$ cat src/rtl/zxuno_regport_pkg.sv
// zxuno_regs_pkg: shared constants for the ZX-UNO register bank.
// Contents: the I/O port numbers, the register index map and the 2-bit
// state encoding used by the register-port front end.
package zxuno_regs_pkg;

    localparam logic [15:0] ZXUNO_ADDR_PORT = 16'hFC3B;
    localparam logic [15:0] ZXUNO_DATA_PORT = 16'hFD3B;

    localparam logic [7:0] MASTERCONF = 8'h00;
    localparam logic [7:0] MASTERMAPPER = 8'h01;
    localparam logic [7:0] SCANCODE = 8'h04;
    localparam logic [7:0] KEYBSTAT = 8'h05;
    localparam logic [7:0] COREID = 8'hFF;

    typedef enum logic [1:0] {IDLE, AWR, DWR, HOLD} regport_state_t;

endpackage

$ cat src/rtl/zxuno_regport_if.sv
// zxuno_regport_if: CPU-side bus and register strobes of the register port.
// master: CPU side (drives cpu_a, cpu_din, iorq_n, m1_n, rd_n, wr_n).
// slave:  register port (drives zxuno_addr, zxuno_regrd, zxuno_regwr,
//         regaddr_changed, dout, oe_n).
interface zxuno_regport_if;

    logic [15:0] cpu_a;
    logic [7:0]  cpu_din;
    logic        iorq_n;
    logic        m1_n;
    logic        rd_n;
    logic        wr_n;
    logic [7:0]  zxuno_addr;
    logic        zxuno_regrd;
    logic        zxuno_regwr;
    logic        regaddr_changed;
    logic [7:0]  dout;
    logic        oe_n;

    modport master (
        output cpu_a, cpu_din, iorq_n, m1_n, rd_n, wr_n,
        input  zxuno_addr, zxuno_regrd, zxuno_regwr, regaddr_changed, dout, oe_n
    );

    modport slave (
        input  cpu_a, cpu_din, iorq_n, m1_n, rd_n, wr_n,
        output zxuno_addr, zxuno_regrd, zxuno_regwr, regaddr_changed, dout, oe_n
    );

endinterface

$ cat src/rtl/zxuno_regport_io_strobe_edge.sv
// io_strobe_edge: start/end detector for a CPU I/O strobe.
// Ports: clk, rst_n (sync, active-low), strobe (active-high level),
//        start (first cycle of strobe), stop (first cycle after strobe).
// The previous-strobe flag resets to 1 so a strobe already active when
// reset releases is not reported as a new start.
module io_strobe_edge (
    input  logic clk,
    input  logic rst_n,
    input  logic strobe,
    output logic start,
    output logic stop
);

    logic q;

    always_ff @(posedge clk)
        q <= !rst_n ? 1'b1 : strobe;

    assign start = strobe & !q;
    assign stop = !strobe & q;

endmodule

$ cat src/rtl/zxuno_regport.sv
// zxuno_regport: ZX-UNO register index/data port decoder.
// Ports: clk, rst_n (sync, active-low), bus (zxuno_regport_if.slave).
// Produces zxuno_addr, zxuno_regrd (level), zxuno_regwr and
// regaddr_changed (one-clock pulses), dout/oe_n readback.
// Macro ZXUNO_ADDR_READBACK_EN makes the address port readable.
import zxuno_regs_pkg::*;

module zxuno_regport #(
    parameter logic [15:0] ADDR_PORT = ZXUNO_ADDR_PORT,
    parameter logic [15:0] DATA_PORT = ZXUNO_DATA_PORT,
    parameter logic [7:0]  RESET_ADDR = 8'h00
) (
    input logic clk,
    input logic rst_n,
    zxuno_regport_if.slave bus
);

    logic io_ok, hit_a, hit_d, wr_act, rd_act, wr_start, wr_end_unused;
    logic [7:0] addr_q;
    regport_state_t state, state_nx;

    assign io_ok = !bus.iorq_n & bus.m1_n;
    assign hit_a = io_ok & (bus.cpu_a == ADDR_PORT);
    assign hit_d = io_ok & (bus.cpu_a == DATA_PORT);
    assign wr_act = !bus.wr_n;
    assign rd_act = !bus.rd_n & bus.wr_n;

    io_strobe_edge u_wr_edge (
        .clk(clk),
        .rst_n(rst_n),
        .strobe(wr_act & (hit_a | hit_d)),
        .start(wr_start),
        .stop(wr_end_unused)
    );

    // Index is captured on the start edge so it is already valid while
    // regaddr_changed is high.
    always_ff @(posedge clk) begin
        if (!rst_n) begin
            state <= HOLD;
            addr_q <= RESET_ADDR;
        end else begin
            state <= state_nx;
            if (state == IDLE && wr_start && hit_a)
                addr_q <= bus.cpu_din;
        end
    end

    // HOLD swallows the rest of a long or waited write until the cycle ends.
    always_comb begin
        state_nx = state;
        state_nx = state == IDLE ? (wr_start ? (hit_a ? AWR : DWR) : IDLE) :
                   state == HOLD ? ((bus.iorq_n | bus.wr_n) ? IDLE : HOLD) : HOLD;
    end

    assign bus.zxuno_addr = addr_q;
    assign bus.regaddr_changed = state == AWR;
    assign bus.zxuno_regwr = state == DWR;
    assign bus.zxuno_regrd = hit_d & rd_act;

`ifdef ZXUNO_ADDR_READBACK_EN
    logic [7:0] dout_q;

    always_ff @(posedge clk)
        dout_q <= !rst_n ? 8'h00 : addr_q;

    assign bus.dout = dout_q;
    assign bus.oe_n = !(hit_a & rd_act);
`else
    assign bus.dout = 8'h00;
    assign bus.oe_n = 1'b1;
`endif

endmodule

$ cat src/flat_wrapper.sv
// flat-port wrapper written by rule: the top's interface ports become plain ports
module zxuno_regport_flat 
#(
    parameter logic [15:0] ADDR_PORT = ZXUNO_ADDR_PORT,
    parameter logic [15:0] DATA_PORT = ZXUNO_DATA_PORT,
    parameter logic [7:0]  RESET_ADDR = 8'h00
)
  (clk, rst_n, bus_cpu_a, bus_cpu_din, bus_iorq_n, bus_m1_n, bus_rd_n, bus_wr_n, bus_zxuno_addr, bus_zxuno_regrd, bus_zxuno_regwr, bus_regaddr_changed, bus_dout, bus_oe_n);
  zxuno_regport_if bus_i ();
  input logic clk;
  input logic rst_n;
  input wire logic [$bits(bus_i.cpu_a)-1:0] bus_cpu_a;
  input wire logic [$bits(bus_i.cpu_din)-1:0] bus_cpu_din;
  input wire logic [$bits(bus_i.iorq_n)-1:0] bus_iorq_n;
  input wire logic [$bits(bus_i.m1_n)-1:0] bus_m1_n;
  input wire logic [$bits(bus_i.rd_n)-1:0] bus_rd_n;
  input wire logic [$bits(bus_i.wr_n)-1:0] bus_wr_n;
  output wire logic [$bits(bus_i.zxuno_addr)-1:0] bus_zxuno_addr;
  output wire logic [$bits(bus_i.zxuno_regrd)-1:0] bus_zxuno_regrd;
  output wire logic [$bits(bus_i.zxuno_regwr)-1:0] bus_zxuno_regwr;
  output wire logic [$bits(bus_i.regaddr_changed)-1:0] bus_regaddr_changed;
  output wire logic [$bits(bus_i.dout)-1:0] bus_dout;
  output wire logic [$bits(bus_i.oe_n)-1:0] bus_oe_n;
  assign bus_i.cpu_a = bus_cpu_a;
  assign bus_i.cpu_din = bus_cpu_din;
  assign bus_i.iorq_n = bus_iorq_n;
  assign bus_i.m1_n = bus_m1_n;
  assign bus_i.rd_n = bus_rd_n;
  assign bus_i.wr_n = bus_wr_n;
  assign bus_zxuno_addr = bus_i.zxuno_addr;
  assign bus_zxuno_regrd = bus_i.zxuno_regrd;
  assign bus_zxuno_regwr = bus_i.zxuno_regwr;
  assign bus_regaddr_changed = bus_i.regaddr_changed;
  assign bus_dout = bus_i.dout;
  assign bus_oe_n = bus_i.oe_n;
  zxuno_regport #(.ADDR_PORT(ADDR_PORT), .DATA_PORT(DATA_PORT), .RESET_ADDR(RESET_ADDR)) u_core (.clk(clk), .rst_n(rst_n), .bus(bus_i));
endmodule
$ cat config.mk
export PLATFORM = sky130hd
export DESIGN_NAME = zxuno_regport_flat
export DESIGN_NICKNAME = d
export VERILOG_FILES = /design/src/rtl/zxuno_regport_pkg.sv /design/src/rtl/zxuno_regport_if.sv /design/src/rtl/zxuno_regport_io_strobe_edge.sv /design/src/rtl/zxuno_regport.sv /design/src/flat_wrapper.sv
export SDC_FILE = /design/constraint.sdc
export NUM_CORES = 1
export LEC_CHECK = 0
export ABC_AREA = 1
export BUFFER_PORTS_ARGS = -buffer_cell sky130_fd_sc_hd__clkbuf_2
export CORE_ASPECT_RATIO = 1.1
export CORE_UTILIZATION = 39
export DETAILED_ROUTE_END_ITERATION = 6
export PLACE_DENSITY = 0.8
export SLEW_MARGIN = 15
export SYNTH_ARGS = -nofsm -noshare
export SYNTH_HDL_FRONTEND = slang
export SYNTH_SLANG_ARGS = --single-unit
$ cat constraint.sdc
create_clock -name clk -period 1.4 [get_ports clk]
set_input_delay 0.07 -clock clk [delete_from_list [all_inputs] [get_ports clk]]
set_output_delay 0.07 -clock clk [all_outputs]
set_load 0.1 [all_outputs]
==> qor.yml <==
grt.overflow.total: 0
clockRootBuffer: "clkbuf_4"
drc: 0
dieHeight_um: 45.5
max_slew_margin_pct: 63.9
p_sw_w: 0.000339
synthDistinctLibCells: 18
synth.most_common_cell: "nand2_1"
ctsResizeCount: 0
grt_pass1_wl_mm: 2.23
io_buffers: 40
outcome: "completed"
totalWireLength_mm: 1.32
final_max_slew_viol_count: 0
cp_num_buf_inv: 0
setup_viol: 0
critical_path_class: "flip-flop to flip-flop"
hold_violations: 0
cts_tree: "done"
drt-initial-drc-count: 9
vdd.ir_drop.worst_v: 0.000583
crit_arrival_ps: 1420
placementRows: 15
wire_per_inst_um: 8.27
async_flop_share_pct: 0
endpoint_kind: "flip-flop"
synth_seq_cells: 11
p_leak_nw: 0.551
area_growth_pct: 37.6
synth_commonest_cells: "nand2_1 (26), nor2_1 (22), inv_1 (15), dfxtp_1 (11), buf_4 (9)"
path_clk_slew_ps: 70
post_cts_buffers: 0
min_period_over_period_pct: 89.8
max_freq_mhz: 796
io_pins: 50
worstPathMaxFanout: 17
dp_hpwl_mm: 1.08
intPower_w: 0.000513
synth.avg_cell_area_sq_um: 6.59
grt_pass1_vias: 597
coreArea_sq_um: 1600
crit_required_ps: 1560
fin_worst_skew_ps: 2.46
dieArea_sq_um: 1890
insertion_delay_ps: 260
grt_use_total_pct: 15.3
synth-edff-count: 0
cts_buffers: 3
ant_nets: 0
ys_warn_count: 0
cp_top_family: "simple AND/OR/NAND/NOR gates"
slowest_delay_ps: 360
grt_setup_unrepaired: "no"
clock_path_buffers: 2
cts.sinks: 11
syn-cell-area_sq_um: 672
clock_power_share_pct: 25.2
initial_core_util_pct: 42.1
synth.area.top_cells: "dfxtp_1 (33%), nand2_1 (15%), nor2_1 (12%), buf_4 (10%), inv_1 (8.4%)"
fin_crit_ps: 1260
synth_area_leader_cell: "dfxtp_1"
p_sw_share_pct: 39.8
fin_nets: 173
worstHoldPathType: "primary input to flip-flop"
maxCapViolCount: 0
dieWidth_um: 41.6
path_common_cell: "nor2_1"
synth_top_cell_area_share_pct: 32.8
drt-pass1-iter-count: 2
diodes: 0
synth_cells: 102
path_cells: "nor3_2 -> nand4_4 -> nor2_1 -> nor2_1"
tns_ps: 0
htreeDepth: 1
routed-via-count: 693
routabilityCongestion: 0.652
crit_path_start_kind: "flip-flop"
slowest_stage: "dfxtp_1"
viasPerCell: 4.36
drive_above_1_share_pct: 38.7
pwr-share-comb_pct: 35.4
antenna_found_initial: 0
grt_start_max_net_pins: 18
p_seq_share_pct: 39.4
synth-main-ff-cell: "dfxtp_1"
cts_hold_buf: 0
utilization_pct: 58.0
ys_seq_area_share_pct: 32.8
finalNonFillerCells: 159
cellPowerDensity_nw_per_um2: 921
tightestPinTransition_ps: 543
placedCellCount: 155
[through the flow]
step	power [W]	hold WS, ps	instance area, sq um	worst slack, ps
floorplan	0.000579	205	724	93.4
global placement	0.000641	292	898	232
detailed placement	0.000645	299	898	171
CTS	0.000861	16.9	925	153
global route	0.000886	22.1	925	39.2
finish	0.000852	23.2	925	143
[power groups by stage]
stage,sequential (W),clock (W),combinational (W)
finish,0.000336,0.000215,0.000301
global route,0.000336,0.000235,0.000315
CTS,0.000335,0.000223,0.000303
detailed placement,0.000343,0,0.000302
global placement,0.000342,0,0.000299
floorplan,0.000341,0,0.000238
[final cells by class]
type	count	area (sq um)
Timing Repair Buffer	40	245
Clock buffer	4	26.3
Inverter	15	56.3
Multi-Input combinational cell	72	355
Fill cell	148	671
Sequential cell	11	220
Tap cell	17	21.3
[final timing paths]
check	start	to	slack [ps]	cells past startpoint
setup reg to reg	u_core.state[1]	u_core.bus.zxuno_addr[2]	140	4
hold reg to reg	u_core.bus.zxuno_addr[4]	u_core.bus.zxuno_addr[4]	510	4
setup / recovery	u_core.state[1]	u_core.bus.zxuno_addr[2]	140	4
hold / removal	bus_cpu_din[6]	u_core.bus.zxuno_addr[6]	20	3
[metal layers]
metal  vias to the layer above  track usage, %  share of wire, %
met4                         0            9.68                 0
met5                         -               0                 0
li1                        363               -                 -
met1                       292            17.0                41
met3                         0            2.78                10
met2                        38            27.2                49
[worst min-delay path, delay by kind of cell]
kind	cells	cell delay, ps
buffers and inverters	1	80
AND/OR/NAND/NOR	2	110
[sequential cells by signal, summed over array words and instances (netlist names)]
name                   count
u_core.bus.zxuno_addr      8
u_core.state               2
u_core.u_wr_edge.q         1
[layout by cell type (no fill, tap or decap)]
cell / count
o31ai_1: 1
nand4_4: 1
conb_1: 9
nor3_1: 1
clkbuf_4: 3
dfxtp_1: 11
inv_1: 15
nor2_1: 20
clkbuf_2: 37
o21ai_0: 1
nand2_2: 3
buf_12: 3
nor2_4: 3
nor2_2: 3
nand2_1: 26
nand3b_1: 1
nor3_2: 1
clkbuf_1: 1
nand3_1: 1
nor3_4: 1
[logic make-up (layout without fill, tap and decap cells)]
logic type	Yosys count	count (layout)	synth area share, %
flip-flops	11	11	32.8
other	2	9	1.12
AND/OR/NAND/NOR	61	61	42.1
AO/OA/AOI/OAI	2	2	1.86
buffers and inverters	26	59	22.2
Power figures use the tool's default switching activity.
